File: src/rtl/brightness_fader.sv
// -----------------------------------------------------------------------------
// brightness_fader
//
// Slew-rate limiter and on/off control sitting between the encoder-driven
// brightness register and pwm_gen. value_o walks toward the goal one LSB per
// step tick, so encoder jumps and on/off transitions fade smoothly instead of
// snapping. A debounced push button toggles the light on and off.
//
//   goal = enable_o ? target_i : 0
//
// Ports
//   clk_i     in   1           system clock
//   rst_n_i   in   1           asynchronous, active-low reset
//   target_i  in   VALUE_SIZE  requested brightness (synchronous to clk_i)
//   btn_i     in   1           raw push button, asynchronous, active-high
//   value_o   out  VALUE_SIZE  current duty value for pwm_gen
//   enable_o  out  1           light on (1) / off (0)
//   busy_o    out  1           1 while value_o != goal (ramp in progress)
//
// Handshake: none. target_i is sampled every cycle as a level, and the
// outputs are plain registered levels with no valid/ready qualification.
//
// The ramp FSM state is held in the internal signal 'state' (IDLE/UP/DOWN),
// so checkers can bind to it directly.
// -----------------------------------------------------------------------------
module brightness_fader #(
  parameter int VALUE_SIZE     = 8,
  parameter int CLOCK_FREQ_MHZ = 100,
  parameter int STEP_PERIOD_US = 1000,
  parameter int DEBOUNCE_US    = 10000
) (
  input  logic                  clk_i,
  input  logic                  rst_n_i,
  input  logic [VALUE_SIZE-1:0] target_i,
  input  logic                  btn_i,
  output logic [VALUE_SIZE-1:0] value_o,
  output logic                  enable_o,
  output logic                  busy_o
);

  localparam int STEP_CYCLES = CLOCK_FREQ_MHZ * STEP_PERIOD_US;
  localparam int DEB_CYCLES  = CLOCK_FREQ_MHZ * DEBOUNCE_US;

  // Keep counters at least one bit wide for degenerate 1-cycle settings.
  localparam int PRE_W = (STEP_CYCLES > 1) ? $clog2(STEP_CYCLES) : 1;
  localparam int DEB_W = (DEB_CYCLES > 1) ? $clog2(DEB_CYCLES) : 1;

  localparam logic [PRE_W-1:0]      PRE_LAST  = PRE_W'(STEP_CYCLES - 1);
  localparam logic [DEB_W-1:0]      DEB_LAST  = DEB_W'(DEB_CYCLES - 1);
  localparam logic [VALUE_SIZE-1:0] VALUE_MAX = '1;
  localparam logic [VALUE_SIZE-1:0] VALUE_ONE = VALUE_SIZE'(1);

  typedef enum logic [1:0] {
    IDLE = 2'd0,
    UP   = 2'd1,
    DOWN = 2'd2
  } state_t;

  state_t state;
  state_t state_next;

  logic                  btn_meta;
  logic                  btn_s;
  logic                  btn_db;
  logic                  btn_db_q;
  logic                  btn_rise;
  logic [DEB_W-1:0]      deb_cnt;

  logic [PRE_W-1:0]      pre_cnt;
  logic                  step_tick;

  logic                  enable;
  logic [VALUE_SIZE-1:0] value;
  logic [VALUE_SIZE-1:0] value_next;
  logic [VALUE_SIZE-1:0] goal;
  logic                  busy;

  // ---------------------------------------------------------------------------
  // Button path: 2-FF synchronizer, debounce, rising-edge toggle.
  // ---------------------------------------------------------------------------
  always_ff @(posedge clk_i or negedge rst_n_i) begin
    if (!rst_n_i) begin
      btn_meta <= 1'b0;
      btn_s    <= 1'b0;
      btn_db   <= 1'b0;
      btn_db_q <= 1'b0;
      deb_cnt  <= '0;
      enable   <= 1'b1;
    end else begin
      btn_meta <= btn_i;
      btn_s    <= btn_meta;
      btn_db_q <= btn_db;
      // The counter only runs while the synchronized input disagrees with the
      // debounced level; any bounce back to agreement restarts the wait.
      if (btn_s != btn_db) begin
        if (deb_cnt == DEB_LAST) begin
          btn_db  <= btn_s;
          deb_cnt <= '0;
        end else begin
          deb_cnt <= deb_cnt + DEB_W'(1);
        end
      end else begin
        deb_cnt <= '0;
      end
      if (btn_rise) begin
        enable <= ~enable;
      end
    end
  end

  assign btn_rise = btn_db & ~btn_db_q;

  // ---------------------------------------------------------------------------
  // Free-running step prescaler; ticks regardless of ramp state.
  // ---------------------------------------------------------------------------
  always_ff @(posedge clk_i or negedge rst_n_i) begin
    if (!rst_n_i) begin
      pre_cnt <= '0;
    end else if (pre_cnt == PRE_LAST) begin
      pre_cnt <= '0;
    end else begin
      pre_cnt <= pre_cnt + PRE_W'(1);
    end
  end

  assign step_tick = (pre_cnt == PRE_LAST);

  assign goal = enable ? target_i : '0;

  // ---------------------------------------------------------------------------
  // Ramp FSM: state register.
  // ---------------------------------------------------------------------------
  always_ff @(posedge clk_i or negedge rst_n_i) begin
    if (!rst_n_i) begin
      state <= IDLE;
      value <= '0;
      busy  <= 1'b0;
    end else begin
      state <= state_next;
      value <= value_next;
      busy  <= (state_next != IDLE);
    end
  end

  // ---------------------------------------------------------------------------
  // Ramp FSM: next state. Compared against the value being written this cycle
  // so the FSM (and busy) settle on the same edge value reaches the goal; this
  // also keeps a tick on every cycle from stepping past the goal.
  // ---------------------------------------------------------------------------
  always_comb begin
    state_next = IDLE;
    if (value_next < goal) begin
      state_next = UP;
    end else if (value_next > goal) begin
      state_next = DOWN;
    end
  end

  // ---------------------------------------------------------------------------
  // Ramp FSM: outputs. The step direction follows the registered state, so a
  // goal change landing on a tick is honoured only from the next tick on.
  // The floor/ceiling guards make wrap-around impossible.
  // ---------------------------------------------------------------------------
  always_comb begin
    value_next = value;
    if (step_tick) begin
      case (state)
        UP: begin
          if (value != VALUE_MAX) begin
            value_next = value + VALUE_ONE;
          end
        end
        DOWN: begin
          if (value != '0) begin
            value_next = value - VALUE_ONE;
          end
        end
        default: begin
          value_next = value;
        end
      endcase
    end
  end

  assign value_o  = value;
  assign enable_o = enable;
  assign busy_o   = busy;

endmodule
File: config.mk
export PLATFORM = sky130hd
export DESIGN_NAME = brightness_fader
export DESIGN_NICKNAME = d
export VERILOG_FILES = /design/src/rtl/brightness_fader.sv
export SDC_FILE = /design/constraint.sdc
export NUM_CORES = 1
export LEC_CHECK = 0
export CAP_MARGIN = 0
export CORE_UTILIZATION = 60
export DETAILED_ROUTE_END_ITERATION = 10
export PLACE_DENSITY = 0.91
export RECOVER_POWER = 50
export SLEW_MARGIN = 10
export SYNTH_ARGS = -nofsm -noshare
export SYNTH_HDL_FRONTEND = slang
export SYNTH_SLANG_ARGS = --single-unit
File: constraint.sdc
create_clock -name clk_i -period 7.6 [get_ports clk_i]
set_input_delay 0.76 -clock clk_i [delete_from_list [all_inputs] [get_ports clk_i]]
set_output_delay 0.76 -clock clk_i [all_outputs]
set_load 0.005 [all_outputs]
# Word level (Yosys, flattened, before mapping)
# Cells that the tools add are included.
[word_totals]
ramBits = 0
latch_bits = 0
out_inout_bits = 10
mem_bits_ro = 0
mem_count = 0
regBits = 53
wordCells = 38
[classes]
n_mul = 0
addsub = 4
eq_ne = 6
order_cmp = 2
bitwise_logic = 3
n_reduce_logical = 3
n_mux = 10
n_shift = 0
div = 0
[op_table]
columns = ["operator", "n"]
rows = [
  ["two-way mux 20 bit", 2],
  ["two-way mux 8 bit", 4],
  ["adder 20 x 1 -> 20 bit (second input constant)", 1],
  ["== test 20 bit (second input constant)", 1],
  ["adder 17 x 1 -> 17 bit (second input constant)", 1],
  ["== test 17 bit (second input constant)", 1],
  ["two-way mux 17 bit", 1],
  ["case mux 8 bit (2 select lines)", 1],
  ["adder 8 x 1 -> 8 bit (second input constant)", 1],
  ["greater-than comparator 8 bit", 1],
  ["< comparator 8 bit", 1],
  ["inequality test 8 bit (second input constant)", 1],
  ["nonzero test 8 bit", 1],
  ["subtractor 8 x 1 -> 8 bit (second input constant)", 1],
  ["two-way mux 2 bit", 2],
  ["== test 2 x 1 -> 1 bit (second input constant)", 1],
  ["== test 2 bit (second input constant)", 1],
  ["inverter 1 bit", 2],
  ["AND reduction 2 bit", 1],
  ["nonzero test 2 bit", 1],
  ["AND 1 bit", 1],
  ["inequality test 1 bit", 1],
]

# Logic depth before layout (Yosys ltp)
[depth]
ltp_word = 8
mapped_depth = 13
depth_no_buf = 13

# Worst setup path after synthesis
# No wires, ideal clock.
[synth_path]
path_kind = "flip-flop to flip-flop"
from = "register value[0], in the netlist value_o[0]"
to = "register state[1]"
synth_period_minus_slack_ns = 2.847
t_arrival_ns = 2.716
setup_ns = 0.131
path_slack_ns = 4.753
path_stages_with_launch = 13
n_path_buf = 0
path_cell_list = "dfrtp_1 inv_1 ha_1 or4b_4 o21ai_2 nor3_1 o21ai_1 nand3_1 ha_1 a21o_1 a21o_1 a211oi_1 nor2_1"
[synth_via]
elab_chain_cells = 7
word_cells_on_any_way = 12
classes_between = "add/sub (2); order compare (2); eq/ne (1); mux (6); reduce/logical (1)"
[synth_lines]
columns = ["element", "line_no", "text"]
rows = [
  ["start: declaration", "73", "logic [VALUE_SIZE-1:0] value;"],
  ["start signal: assignment", "140", "value <= value_next;"],
  ["subtractor 8 x 1 -> 8 bit (tied with other cells)", "175", "value_next = value - VALUE_ONE;"],
  ["two-way mux 8 bit, on equally long branches", "174, 169", ""],
  ["case mux 8 bit (2 select lines) (*)", "167", "case (state)"],
  ["two-way mux 8 bit (*)", "166", "if (step_tick) begin"],
  ["via value_next[5]", "74", "logic [VALUE_SIZE-1:0] value_next;"],
  ["greater-than comparator 8 bit", "154", "end else if (value_next > goal) begin"],
  ["two-way mux 2 bit", "154", ""],
  ["two-way mux 2 bit (*)", "152", "if (value_next < goal) begin"],
  ["via state_next[1]", "60", "state_t state_next;"],
  ["end signal: assignment", "139", "state <= state_next;"],
  ["end: declaration", "59", "state_t state;"],
]
# Mark *: on every way through the listed nets, which the timed path passes. The rest lies on a longest branch.
# A chain may end at the register's enable or synchronous reset.

# Worst setup path in the final report
[layout_path]
from = "register pre_cnt[0]"
to = "register busy, in the netlist busy_o"
[layout_via]
word_cells_on_any_way = 7
classes_between = "order compare (2); eq/ne (1); mux (3); reduce/logical (1)"
[layout_lines]
columns = ["element", "line_no", "text"]
rows = [
  ["start: declaration", "69", "logic [PRE_W-1:0] pre_cnt;"],
  ["start signal: assignment", "122", "pre_cnt <= pre_cnt + PRE_W'(1);"],
  ["== test 17 bit", "126", "assign step_tick = (pre_cnt == PRE_LAST);"],
  ["two-way mux 8 bit", "166", ""],
  ["via value_next[1]", "74", ""],
  ["< comparator 8 bit", "152", ""],
  ["two-way mux 2 bit", "152", ""],
  ["via state_next[0]", "60", ""],
  ["nonzero test 2 bit", "141", "busy <= (state_next != IDLE);"],
  ["end signal: assignment", "141", ""],
  ["end: declaration", "76", "logic busy;"],
]
# The timed path passes the listed nets, and every way through them passes these cells.

==> flow_summary_export.csv <==
group,metric,value,unit
outcome,status,"finished, violations left",
outcome,violations,"capacitance limit, slew limit",
detailed_routing,drtIter0Drc,221,
cts,cts_buffers,5,
worst_setup_path,cp.required,7850,ps
floorplanning,die_w,72.5,µm
floorplanning,num_io_pins,21,
placement,gp_congestion,0.871,
cts,htree_levels,2,
worst_setup_path,r2r_slack,4350,ps
cts,holdBufCountCts,0,
floorplanning,initial_core_util,62.7,%
sta,relSlewSlack,-84.8,%
sta,finalHoldViolCount,0,
detailed_routing,routedWlPerCell,14.5,µm
grt,grt_max_degree,54,
worst_setup_path,worstSetupStartpoint,"pre_cnt[0]",
sta,finalMaxSlewViolations,54,
worst_setup_path,critPathArrivalTime,3500,ps
sta,fin_crit,3250,ps
synthesis,postSynthCellCount,316,
sta,clock.fmax,308,MHz
synthesis,synth_top_area_share,43.7,%
grt,grt_usage,24.6,%
detailed_routing,ant_nets,0,
pwr,p_leak,1.41,nW
placement,io_buffers,20,
sta,setup_viol,0,
synthesis,async_reset_ff_share,100,%
floorplanning,rows,25,
sta,fin_skew,4.94,ps
grt,grt_pass1_wl,9.85,mm
synthesis,synth_edf_count,0,
pwr,powerDensity,140,mW/mm²
detailed_routing,routed_wl,5.81,mm
layout,layout-drive-gt1-share,5.07,%
worst_setup_path,crit_buf_inv,0,
floorplanning,die_area,0.00525,mm²
cts,cts_tree,"done",
grt,met2_usage,40.2,%
detailed_routing,dr.pass1.iters,4,
synthesis,synth_ff_type,"dfrtp_1",
synthesis,ys_seq_area_share,44.5,%
synthesis,synth_largest_area_cell,"dfrtp_1",
worst_setup_path,reg2reg_depth,12,
layout,diodes,0,
detailed_routing,drc,0,
run,maxCapViolations,1,
grt,met3_usage,4.17,%
cts,worstSkewPairLatency,310,ps
worst_setup_path,worstSetupPathDepth,12,
sta,setup-tns-final,0,ps
placement,place_inst,394,
synthesis,synth_warnings,0,
cts,post_cts_buffers,0,
worst_setup_path,crit_end,"busy_o",
hold_path,min_path_type,"flip-flop to flip-flop",
layout,syn2layout_area_growth,10.7,%
cts,clk_path_buf_depth,2,
placement,dpl.hpwl,4.12,mm
layout,final_cells,402,
sta,rsz0062_at_grt,"false",
layout,nets,360,
grt,grt_pass1_vias,2172,
worst_setup_path,cp_top_family,"simple AND/OR/NAND/NOR gates",
grt,top_usage_layer,"met2",
layout,fill_cells,394,
grt,grt_overflow,0,
layout,layout_commonest_cell,"dfrtp_1",
cts,ctsRootBufferMaster,"clkbuf_8",
grt,use_met1,33.5,%
layout,final_cell_mix,"dfrtp_1, nor2_1, nand2_1",
pwr,peakVddDrop,150,µV
worst_setup_path,path_max_fanout,12,
worst_setup_path,r2r-end,"busy_o",
synthesis,ys_types,47,
synthesis,synth.avg_cell_area,9.43,µm²
synthesis,netlist_area,0.00298,mm²
synthesis,syn-num-nets,342,
detailed_routing,viasPerCell,5.83,
worst_setup_path,path_class,"flip-flop to flip-flop",
floorplanning,die-height,72.5,µm
worst_setup_path,worstPathCellList,"ha_1 > and4_1 > and4_1 > nand2b_1 > o21ai_0 > o21ai_1 > ha_1 > nor2b_1 > o211ai_1 > a21oi_1 > a211oi_1 > nand2b_1",
sta,fin_hold_ws,368,ps
layout,final_util,69.4,%
detailed_routing,vias,2345,
synthesis,ys_seq_elements,53,
cts,cts_resized,0,
cts,cts.sink_count,53,
synthesis,synth_area_leaders,"dfrtp_1, ha_1, nor2_1, xor2_1, xnor2_1",
sta,period_share,42.7,%
worst_setup_path,startpoint_type,"flip-flop",
worst_setup_path,critPathMaxStageDelay,460,ps
worst_setup_path,r2r-start,"pre_cnt[0]",
sta,tightest_slew,2770,ps
grt,antenna_found_initial,0,
floorplanning,core-area,0.00475,mm²
cts,cts.clk_slew.worst_paths,90,ps
worst_setup_path,crit_path_end_kind,"flip-flop",
worst_setup_path,cp_slowest_cell,"and4_1",
## Yosys cell counts, types with 2 or more instances
library cell,n
a21o_1,3
a21oi_1,7
a31oi_1,6
and2_1,3
and3_1,6
and4_1,5
buf_2,6
clkbuf_1,3
dfrtp_1,52
ha_1,15
inv_1,7
nand2_1,31
nand2b_1,4
nand3_1,18
nand4_1,8
nand4b_1,3
nor2_1,42
nor2b_1,3
nor3_1,11
nor3_2,3
nor4_1,3
nor4b_1,2
o21a_1,3
o21ai_0,7
o21ai_1,8
o31ai_1,2
or2_1,2
or3_1,2
xnor2_1,16
xor2_1,18
## cell type report
type,count,area (µm²),area share (%)
multi-input cells,246,1570,47.7
flip-flops and latches,53,1330,40.2
repair buffers,21,199,6.03
clock buffers,8,90.1,2.73
well taps,67,83.8,2.54
inverters,7,26.3,0.796
## report_power, final
group	internal (mW)	total, mW	switching [mW]
Combinational	0.00570	0.0147	0.00900
Sequential	0.284	0.286	0.00196
Clock	0.0745	0.162	0.0876
## per-stage QoR
| stage | instance area, µm² | setup slack, ps | power, mW |
|---|---|---|---|
| floorplan | 2980 | 4750 | 0.295 |
| global placement | 3210 | 4590 | 0.306 |
| detailed placement | 3210 | 4440 | 0.306 |
| CTS | 3300 | 4370 | 0.467 |
| global route | 3300 | 3980 | 0.480 |
| finish | 3300 | 4350 | 0.462 |
## worst register-to-register path: cells and delay by family, from the launching register on
family	cells	cell delay (ps)
adder cells (fa/ha/maj)	2	550
AND/OR/NAND/NOR	5	1360
AO/OA/AOI/OAI	5	930
flip-flops	1	370
## per-layer routing
metal | wire length (µm) | share of wire (%) | up-vias
li1 | - | - | 1142
met1 | 2580 | 44 | 1141
met2 | 2930 | 50 | 56
met3 | 218 | 3.8 | 6
met4 | 80 | 1.4 | 0
met5 | 0 | 0 | -
## logic make-up (layout without fill, tap and decap cells)
family          count (synthesis)  in the layout  synth area share, %
fa+ha+maj                      15             15                 6.30
buf+inv                        17             36                 2.64
xor+xnor                       34             34                 9.99
compound gates                 45             45                 9.99
mux                             1              1                0.378
simple gates                  151            151                 26.2
flops                          53             53                 44.5
## flip-flops by register name, indices dropped and copies added, names as in the netlist
signal    count
deb_cnt      20
pre_cnt      17
value_o       8
state         2
btn_db        1
btn_db_q      1
btn_meta      1
btn_s         1
busy_o        1
enable_o      1
## worst min-delay path by stage
stage / cells past startpoint / slack (ps) / end / start
final: 0 / 370 / btn_s / btn_meta
after global routing: 0 / 380 / btn_s / btn_meta
after CTS: 0 / 370 / btn_s / btn_meta
after detailed placement: 0 / 340 / btn_s / btn_meta
after global placement: 0 / 330 / btn_s / btn_meta
after floorplan: 0 / 330 / btn_s / btn_meta
Note: power is estimated with default switching activity, not from simulation.
